## src/rtl/top.sv

```systemverilog
// BCD 24-hour clock multiplexed onto a 4x4 LED matrix (row scan, digit columns).
// Define FAST_SIM_EN for a 16-cycle minute and a one-cycle row period.
module top #(
    parameter int unsigned CLK_HZ   = 12000000,
    parameter int unsigned SCAN_DIV = 1024
) (
    input  logic       clk,
    output logic       led1,
    output logic       led2,
    output logic       led3,
    output logic       led4,
    input  logic       rst_n,
    output logic [3:0] row
);

`ifdef FAST_SIM_EN
    localparam int unsigned T_CYC  = 16;
    localparam int unsigned SCAN_N = 1;
`else
    localparam int unsigned T_CYC  = CLK_HZ * 60;
    localparam int unsigned SCAN_N = SCAN_DIV;
`endif
    localparam int unsigned PW = (T_CYC > 1) ? $clog2(T_CYC) : 1;
    localparam int unsigned SW = (SCAN_N > 1) ? $clog2(SCAN_N) : 1;

    // Power-up values equal reset values so an undriven rst_n still runs.
    logic [PW-1:0] pre_q  = '0;
    logic [SW-1:0] scan_q = '0;
    logic [1:0]    sel_q  = '0;
    logic [3:0]    m0_q   = '0;
    logic [2:0]    m1_q   = '0;
    logic [3:0]    h0_q   = '0;
    logic [1:0]    h1_q   = '0;
    logic [3:0]    row_q  = 4'b0001;
    logic [3:0]    led_q  = '0;

    logic [PW-1:0] pre_d;
    logic [SW-1:0] scan_d;
    logic [1:0]    sel_d;
    logic [3:0]    m0_d;
    logic [2:0]    m1_d;
    logic [3:0]    h0_d;
    logic [1:0]    h1_d;
    logic [3:0]    row_d;
    logic [3:0]    led_d;
    logic          tick;
    logic          scan_wrap;
    logic [3:0]    h1_v;
    logic [3:0]    m1_v;

    always_comb begin
        tick  = (pre_q == PW'(T_CYC - 1));
        pre_d = tick ? '0 : pre_q + 1'b1;
        m0_d  = m0_q;
        m1_d  = m1_q;
        h0_d  = h0_q;
        h1_d  = h1_q;
        if (tick) begin
            if (m0_q != 4'd9) begin
                m0_d = m0_q + 4'd1;
            end else begin
                m0_d = '0;
                if (m1_q != 3'd5) begin
                    m1_d = m1_q + 3'd1;
                end else begin
                    m1_d = '0;
                    if (h1_q == 2'd2 && h0_q == 4'd3) begin
                        h0_d = '0;
                        h1_d = '0;
                    end else if (h0_q == 4'd9) begin
                        h0_d = '0;
                        h1_d = h1_q + 2'd1;
                    end else begin
                        h0_d = h0_q + 4'd1;
                    end
                end
            end
        end
    end

    // Row and columns both derive from sel_q, so they always match.
    always_comb begin
        scan_wrap = (scan_q == SW'(SCAN_N - 1));
        scan_d    = scan_wrap ? '0 : scan_q + 1'b1;
        sel_d     = scan_wrap ? sel_q + 2'd1 : sel_q;
        h1_v      = {2'b00, h1_q};
        m1_v      = {1'b0, m1_q};
        row_d     = 4'b0001 << sel_q;
        led_d     = {h1_v[sel_q], h0_q[sel_q], m1_v[sel_q], m0_q[sel_q]};
    end

    always_ff @(posedge clk) begin
        if (!rst_n) begin
            pre_q  <= '0;
            scan_q <= '0;
            sel_q  <= '0;
            m0_q   <= '0;
            m1_q   <= '0;
            h0_q   <= '0;
            h1_q   <= '0;
            row_q  <= 4'b0001;
            led_q  <= '0;
        end else begin
            pre_q  <= pre_d;
            scan_q <= scan_d;
            sel_q  <= sel_d;
            m0_q   <= m0_d;
            m1_q   <= m1_d;
            h0_q   <= h0_d;
            h1_q   <= h1_d;
            row_q  <= row_d;
            led_q  <= led_d;
        end
    end

    assign row  = row_q;
    assign led1 = led_q[3];
    assign led2 = led_q[2];
    assign led3 = led_q[1];
    assign led4 = led_q[0];

endmodule

```

## config.mk

```make
export PLATFORM = sky130hd
export DESIGN_NAME = top
export DESIGN_NICKNAME = d
export VERILOG_FILES = /design/src/rtl/top.sv
export SDC_FILE = /design/constraint.sdc
export NUM_CORES = 1
export LEC_CHECK = 0
export CORE_MARGIN = 4
export CORE_UTILIZATION = 39
export CTS_BUF_LIST = sky130_fd_sc_hd__clkbuf_16
export DETAILED_ROUTE_END_ITERATION = 8
export PLACE_DENSITY = 0.55
export SLEW_MARGIN = 20
export SYNTH_ARGS = -nofsm -noshare
export SYNTH_HDL_FRONTEND = slang
export SYNTH_SLANG_ARGS = --single-unit
export TNS_END_PERCENT = 20
```

## constraint.sdc

```tcl
create_clock -name clk -period 6.4 [get_ports clk]
set_clock_uncertainty 0.15 [all_clocks]
set_input_delay 0.64 -clock clk [delete_from_list [all_inputs] [get_ports clk]]
set_output_delay 0.64 -clock clk [all_outputs]
set_load 0.01 [all_outputs]
```

Word level (Yosys, flattened, before mapping)
Cells that the tools add are included.

Add/subtract/negate cells: 7. Order comparisons: 1. Eq/ne operators: 7. Shift-type cells: 1. Muxes and demuxes: 14. Bitwise logic cells: 3. Reduce and logical (&&, ||, !) cells: 7.

Operators with widths (number): 30-bit by 1-bit adder with 30-bit output (second input constant) (1); 30-bit equality test (second input constant) (1); 4-bit two-way mux (3); 10-bit by 1-bit adder with 10-bit output (second input constant) (1); 10-bit equality test (second input constant) (1); 4-bit by 1-bit adder with 4-bit output (second input constant) (2); 1-bit binary-select mux with 2-bit select (4); 2-bit by 1-bit adder with 2-bit output (second input constant) (2); 4-bit by 2-bit equality test with 1-bit output (second input constant) (1); 4-bit equality test (second input constant) (1); 1-bit two-way mux (4); 2-bit two-way mux (2); 4-bit != test (second input constant) (1); 4-bit AND reduction (1); 2-bit OR reduction (2); 1-bit by 2-bit << shifter with 4-bit output (first input constant) (1); 3-bit by 1-bit adder with 3-bit output (second input constant) (1); 2-bit by 3-bit less-than comparator with 1-bit output (second input constant) (1); 3-bit two-way mux (1); 3-bit != test (second input constant) (1); 1-bit NOT (3); 3-bit AND reduction (1); 2-bit equality test (second input constant) (1); 2-bit AND reduction (1); 2 further kinds (2).

Flip-flop bits (word level): 63. Input bits: 2. Output and inout bits: 8. Word-level logic and storage cells: 49.

Depth between registers and ports, before layout
Gate-level depths: netlist of run 1.

Word-level depth: 4. Mapped depth: 8.

Worst setup path before layout of run 1
Ideal clock, no wire load.

Path kind: reg-to-reg. Start point: reg pre_q[0]. End point: reg h1_q[1]. Data arrival time: 1.824 ns. Required time: 6.162 ns. Slack: 4.338 ns. Cell stages (with the launch flop): 7. Buffers on the path: 0. Clock period less this slack: 2.062 ns. Path through: dfxtp_1 > ha_1 > nand4_2 > or4_4 > nor2_8 > nand2_2 > o32ai_2.

Cells in the longest elaborated chain, start to end: 2.

Ends and longest elaborated chain: start: declaration (line 27) `logic [PW-1:0] pre_q = '0;`; start signal: assignment (line 104) `pre_q <= pre_d;`; 30-bit equality test (line 52) `tick = (pre_q == PW'(T_CYC - 1));`; 4-bit AND reduction (no source line); end signal: assignment (line 100) `h1_q <= '0;`; end signal: assignment (line 110) `h1_q <= h1_d;`; end: declaration (line 33) `logic [1:0] h1_q = '0;`.

Every way passes these cells. A chain may end at the register's enable or synchronous reset.

Final worst setup path of run 1
Start point: reg pre_q[0]. End point: reg pre_q[13].

Cells in the longest elaborated chain, start to end: 2. Elaborated cells between the ends (all ways): 3. Those cells by class: 1 x add/sub; 1 x eq/ne; 1 x reduce/logical.

Ends and longest elaborated chain: branches (longest 2 deep; another with 30-bit by 1-bit adder with 30-bit output).

Parallel ways; which one is timed is not known.

==> flow_results.org, run 1 <==
** Drt
- Total routed wirelength :: 5233 um
- Initial detailed-routing violation count :: 35
- For this run, design rule violations remaining after detail routing come to 0.
- Mean routed wirelength per cell :: about 12 um
- Detail-routed via count per cell :: a little under 5
- Post-route ant nets :: 0
- Total number of vias :: 2106
- Before antenna repair, the detailed router went through 4 iterations.

** Power and ir drop
- IR analysis of the VDD net gives a maximum drop of 0.1265 mV.
- Power density normalized to cell area :: 267.9 nW/um^2
- Logic gate share of total power :: 0.016
- Switching part of the total power :: 0.1985
- Internal cell power :: 0.7376 mW
- Leakage :: 1.313 nW
- The design draws 0.9203 mW.
- Of the total power, the clock network draws 0.551.
- For this design the total switching power over the nets is 0.1827 mW.
- Of the total power, registers draw 0.433.

** Placed design
- Summed over all nets, the half-perimeter wirelength after detailed placement is approximately 3600 um.
- Number of input and output port buffers inserted :: 9
- Placed instance area :: 3120 um^2
- Pre-CTS setup slack :: about 3.6 ns
- Total placed cells including tap cells :: about 410
- At the end of routability-driven placement, the weighted congestion stood at 0.7324.

** Synthesis
- After synthesis, the netlist uses 44 different library cells.
- Post-synthesis sequential area ratio :: 0.4268
- Count of mapped cells out of synthesis :: roughly 310
- A synthesized cell averages 9.442 um^2.
- For this run, the number of Yosys warnings is 0.
- In this run, synthesis inferred 0 flip-flops with an integrated enable.
- The most used flip-flop cell after synthesis is sky130_fd_sc_hd__dfxtp_1.
- Netlist area before placement :: 2955 um^2
- The share of synthesized area in the top cell type comes to 0.4268.
- Top post-synthesis cells by area :: sky130_fd_sc_hd__dfxtp_1, sky130_fd_sc_hd__xor2_1, sky130_fd_sc_hd__nor2_1
- Synthesis inferred 63 register bits.
- For this run, asynchronously set or reset flops after synthesis account for 0.
- Number of nets in the synthesized netlist :: 320
- The synthesized design spends more area on one cell type than any other, namely sky130_fd_sc_hd__dfxtp_1.

** Floorplanning
- Count of boundary I/O pins :: 10
- Starting utilization of the core area :: 0.4053
- The floorplan step defined a die boundary enclosing 9035 um^2.
- The floorplan step set the die height to 95.05 um.
- Floorplan row count :: 31
- The core region is 7292 um^2.
- Measured along the x axis, the die boundary spans 95.05 um.

** Setup path
- In this design, the stage delay of the slowest critical-path cell is around 0.54 ns.
- The number of buffers and inverters on the critical path is 0.
- Worst setup path category :: flop to flop
- Cell with the biggest individual delay on the critical path :: sky130_fd_sc_hd__nand2b_2
- Peak fanout along the critical path :: 28
- STA puts the critical path data required time at 6.43 ns.
- Cell family with the largest share of critical-path delay :: simple AND/OR/NAND/NOR gates
- Data on the critical path arrives at its endpoint at between 2 and 2.5 ns.
- Endpoint class of the critical path :: flop
- Critical path, cell by cell :: ha_1 -> nand4_2 -> or2_1 -> nor4_2 -> nand2b_2 -> nor2_1
- STA classifies the critical path startpoint as a flop.

** Timing
- Setup violations remaining at the end of the flow were counted as 0.
- Number of max-slew violations in the final report :: 0
- Summed over all failing endpoints, the final setup total negative slack is 0 ns.
- Actual slew at the worst max-slew pin :: 0.6688 ns
- Period utilization :: 0.3761
- Setup repair after global routing left no endpoint under its margin.
- Fin worst setup slack :: 3.993 ns
- Subtracting the final worst setup slack from the clock period gives 2.407 ns.
- On the final layout, the worst hold slack is about 0.29 ns.
- Based on the critical path, the design can be clocked at up to 0.4154 GHz.
- The count of endpoints failing hold in the final timing report came to 0.
- Headroom to the max-slew limit came out at 0.5507.

** Clock tree
- Number of clock buffers inserted by TritonCTS :: 9
- Number of resized instances in the post-cts repair step :: 0
- Number of setup buffers added after CTS :: 0
- Clock sinks :: 63
- CTS tree :: done
- After clock tree synthesis, the clock-pin slew on the worst setup and hold paths is around 0.05 ns.
- The H-tree was split into 3 levels.
- Root Buffer Master :: sky130_fd_sc_hd__clkbuf_16
- Source-to-sink clock delay at the later pin of the worst-skew pair :: 0.32 ns
- Counting along the longest clock path gives a buffer depth of 2.
- Hold-fix buffers at CTS :: 0

** Layout
- The area growth from synthesis to layout is 16.26%.
- Util after Layout :: 0.4712
- Number of antenna diodes :: 0
- The finished layout holds 429 standard cells, fillers aside.
- The finished cells cover 3436 um^2.
- In the final layout, the share of cells above drive strength 1 is 0.1182.
- In the final design database the tool counted 332 nets.
- Leading cell types in the layout, fill and taps excluded :: sky130_fd_sc_hd__dfxtp_1, sky130_fd_sc_hd__nor2_1, sky130_fd_sc_hd__nand2_1
- Leaving out fill and tap cells, the most frequent cell in the layout is sky130_fd_sc_hd__dfxtp_1.

** GRT
- For this run the aggregate overflow at the end of global routing stands at 0.
- The first global-routing pass estimated 9197 um of wire.
- The number of antenna violations at the first check in global routing is 0.
- Number of global-route vias before repair :: 1949
- In the global route stage, overall resource usage came out at 0.1313.
- Entering global routing, the biggest net connects 37 pins.

** Job
- The tool flagged a number of max-cap violations equal to 0.

** Hold path
- The path class of the tightest hold or removal check is flop to flop.

** Outcome
- The run finished with clean final reports.
[cells in the mapped netlist, types with 4 or more instances]
library cell,count
sky130_fd_sc_hd__nor3_1,5
sky130_fd_sc_hd__nand2b_1,5
sky130_fd_sc_hd__nand4_2,4
sky130_fd_sc_hd__nand3b_1,4
sky130_fd_sc_hd__xor2_1,21
sky130_fd_sc_hd__xnor2_1,18
sky130_fd_sc_hd__inv_1,8
sky130_fd_sc_hd__nand4_1,11
sky130_fd_sc_hd__and3_1,13
sky130_fd_sc_hd__clkbuf_1,6
sky130_fd_sc_hd__ha_1,5
sky130_fd_sc_hd__dfxtp_1,63
sky130_fd_sc_hd__and2_1,11
sky130_fd_sc_hd__nor4_2,4
sky130_fd_sc_hd__nand2_1,22
sky130_fd_sc_hd__nor2b_1,5
sky130_fd_sc_hd__nand3_1,17
sky130_fd_sc_hd__mux2i_1,10
sky130_fd_sc_hd__nor2_1,46
[registers in the layout (all words and copies together) (netlist names)]
register	flops
m0_q	4
m1_q	3
row	4
pre_q	30
scan_q	10
h0_q	4
sel_q	2
h1_q	2
led_q	4
[cell families after synthesis]
family                     count (synthesis)  synth area share
DFF                                       63            0.4268
and+or+nand+nor                          166            0.3281
muxes                                     13           0.05292
buffers and inverters                     17           0.02921
AOI/OAI and AO/OA                         10           0.02625
xor gates and xnor gates                  39            0.1156
adders and majority gates                  5           0.02117
[power groups by stage]
stage / Combinational, mW / Sequential, mW / Clock [mW]
4_1_cts: 0.0147 / 0.398 / 0.519
5_1_grt: 0.0166 / 0.399 / 0.539
3_5_place_dp: 0.0148 / 0.407 / 0
2_1_floorplan: 0.0133 / 0.406 / 0
6_report: 0.0143 / 0.399 / 0.507
3_3_place_gp: 0.0145 / 0.407 / 0
[routing by layer]
layer  GRT usage  part of all wire
met1      0.1811              0.53
met2      0.1903              0.43
met3     0.04499             0.025
met4     0.04688             0.015
met5           0                 0
[layout make-up]
| type | instances | area, um^2 |
|---|---|---|
| clock buffer | 9 | 225.2 |
| fill | 752 | 3856 |
| inverter | 8 | 30.03 |
| sequential | 63 | 1261 |
| timing repair buffer | 10 | 97.59 |
| clock inverter | 7 | 87.58 |
| tap | 99 | 123.9 |
| multi-input combinational | 233 | 1610 |
[worst paths after layout]
kind	from	to	slack (ns)	depth (start not counted)
max	pre_q[0]	pre_q[13]	3.99	6
min	scan_q[0]	scan_q[0]	0.29	1
max reg2reg	pre_q[0]	pre_q[13]	3.99	6
min reg2reg	scan_q[0]	scan_q[0]	0.29	1
(Power assumes the default switching activity.)
==> run 2, diff against run 1 <==
- clock period: 6.4 -> 2.3 ns (I/O delays scaled with it)
==> run 2 against run 1 <==
  * Total power rose to 2.6 times the previous value
  * Sequential share of layout area fell by 0.89 points
  * Global-route usage rose by 0.53 points
  * Core utilization rose by 1.2 points
  * Sequential power rose to 2.8 times the previous value
  * Setup slack got worse by 3.9 ns
  * Clock power rose by 150%
  * Die area did not move
  * Count of clock-buffer cells in the layout did not move
  * Cell area rose by 2.5%
  * Via count rose by 3.1%
  * Critical endpoint is now h1_q[1]
==> flow_results.org, run 2 (synthesis gave the netlist of run 1 again) <==
** Timing
- Fin worst setup slack :: around 0.12 ns
- Total negative slack :: 0 ns
- The count of endpoints failing hold in the final timing report came to 0.
- Across all hold checks on the routed design, the worst slack comes to 0.2991 ns.
- Period utilization :: 0.9457
- Final setup viols :: 0
- Actual slew at the worst max-slew pin :: 0.5570 ns
- Final Critical Period :: 2.175 ns
- The total count of max-transition violations in the final report came to 0.
- Timing-limited maximum frequency :: 0.4597 GHz
- Headroom to the max-slew limit came out at 0.6275.

** GRT
- The first global-routing pass estimated ~9600 um of wire.
- Across every metal layer, demand over resource in global routing totals 0.1367.
- Number of global-route vias before repair :: 2099
- Entering global routing, the biggest net connects 29 pins.
- Sum of overflow across all layers after global routing :: 0
- Initial antenna violation count :: 0

** Layout
- More flip-flops sit in one register than any other, and that register is pre_q.
- Leaving out fill and tap cells, the most frequent cell in the layout is sky130_fd_sc_hd__dfxtp_1.
- Post-Layout Cell Count :: 441
- Post-route cell area :: roughly 3500 um^2
- Synth-to-Final Area Change :: 19.14%
- Largest registers :: pre_q (30), scan_q (10)
- The library cells used most frequently in the layout, excluding fill and tap cells, are sky130_fd_sc_hd__dfxtp_1, sky130_fd_sc_hd__nor2_1, sky130_fd_sc_hd__nand2_1.
- In the final layout, the share of cells above drive strength 1 is 0.1550.
- Largest register FFs :: 30
- At the end of the flow the core is filled with cells to 0.4828.
- The number of antenna diodes in the final layout is 0.
- Nets :: between 300 and 400

** Power and ir drop
- Leakage :: 1.370 nW
- Total power :: 2.407 mW
- Power density normalized to cell area :: 683.7 nW/um^2
- Maximum VDD drop :: between 0.3 and 0.4 mV

** Setup path
- Crit start category :: flop
- Data on the critical path arrives at its endpoint at 2.26 ns.
- The critical path contains buffers and inverters numbering 0 combined.
- Cell family with the largest share of critical-path delay :: simple AND/OR/NAND/NOR gates
- Endpoint class of the critical path :: flop
- On the worst path, the slowest cell contributes a delay of 0.64 ns.
- Critical path, cell by cell :: ha_2 -> nand4_2 -> or4_4 -> nor2_8 -> nand2_2 -> o32ai_2
- Data on the critical path is required at its endpoint by 2.39 ns.
- Worst setup path category :: flop to flop
- The slowest stage of the critical path belongs to the cell sky130_fd_sc_hd__or4_4.
- In this run the worst path has a maximum fanout of 5.

** Clock tree
- TritonCTS built the clock tree.
- Gates resized during post-CTS repair numbered 0.
- Clock latency on the worst-skew pair, taken at its later pin, is approximately 0.32 ns.
- The clock net in this run drives a total of 63 sinks.
- Hold-fix buffers at CTS :: 0
- # H-tree levels :: 3
- Number of setup buffers added after CTS :: 0
- Number of clock buffers inserted by TritonCTS :: 9
- In this run the deepest clock path goes through 2 buffers.
- Clk slew on worst S/H paths :: 0.06 ns
- Root Buffer Master :: sky130_fd_sc_hd__clkbuf_16

** Placed design
- Routability-driven placement finished with a final weighted congestion of 0.7658.
- Pre-CTS setup slack :: 0.1026 ns
- Placed instance area :: approximately 3200 um^2
- Total placed cells including tap cells :: 424
- Input and output buffers added on the ports amount to 9.
- Detailed placer's ending HPWL :: 3792 um

** Drt
- Detail-routed via count per cell :: 4.923
- Pre-Repair DR Iteration Count :: 4
- The detail route stage leaves a number of antenna-violating nets equal to 0.
- The final layout contains routed wiring with a total length of 5470 um.
- Total number of vias :: 2171
- In the routed design, unresolved DRC markers number 0.
- After the first detailed-routing iteration, the DRC count stood at 117.
- After detailed routing, the average wire length per cell comes to between 10 and 15 um.

** Floorplanning
- The initial utilization of the core area, before any placement, comes to 0.4053.
- After floorplanning, the core was divided into 31 placement rows.
- Core area :: 7292 um^2
- From left edge to right edge, the die measures 95.05 um.
- Die Footprint :: roughly 9000 um^2
- 10 I/O pins were placed.
- Die span in y :: about 95 um

** Job
- Count of max-cap constraint violations :: 0

** Hold path
- Tightest Hold Check Type :: flop to flop

** Outcome
- Run status :: complete, no violations
-- run 2: cell type report --
cell class / count / area, um^2
fill: 729 / 3771
multi-input combinational: 234 / 1630
sequential: 63 / 1261
clock buffer: 9 / 225.2
timing repair buffer: 21 / 192.7
tap: 99 / 123.9
clock inverter: 7 / 57.56
inverter: 8 / 30.03
-- run 2: final timing paths --
kind,slack (ns),startpoint,to,cells past startpoint
min,0.30,scan_q[0],scan_q[0],1
max,0.12,pre_q[0],h1_q[1],6
max reg2reg,0.12,pre_q[0],h1_q[1],6
min reg2reg,0.30,scan_q[0],scan_q[0],1
-- run 2: where the power goes --
| part | total [mW] | internal (mW) | leakage, nW | switching (mW) |
|---|---|---|---|---|
| Sequential | 1.11 | 1.10 | 0.508 | 0.00795 |
| Clock | 1.25 | 0.739 | 0.129 | 0.511 |
| Combinational | 0.0494 | 0.0205 | 0.733 | 0.0289 |
-- run 2: layer usage --
layer | wire length [um] | global-route usage
met4 | 82 | 0.06971
met2 | 2454 | 0.2073
met1 | 2834 | 0.1834
met3 | 99 | 0.02841
met5 | 0 | 0
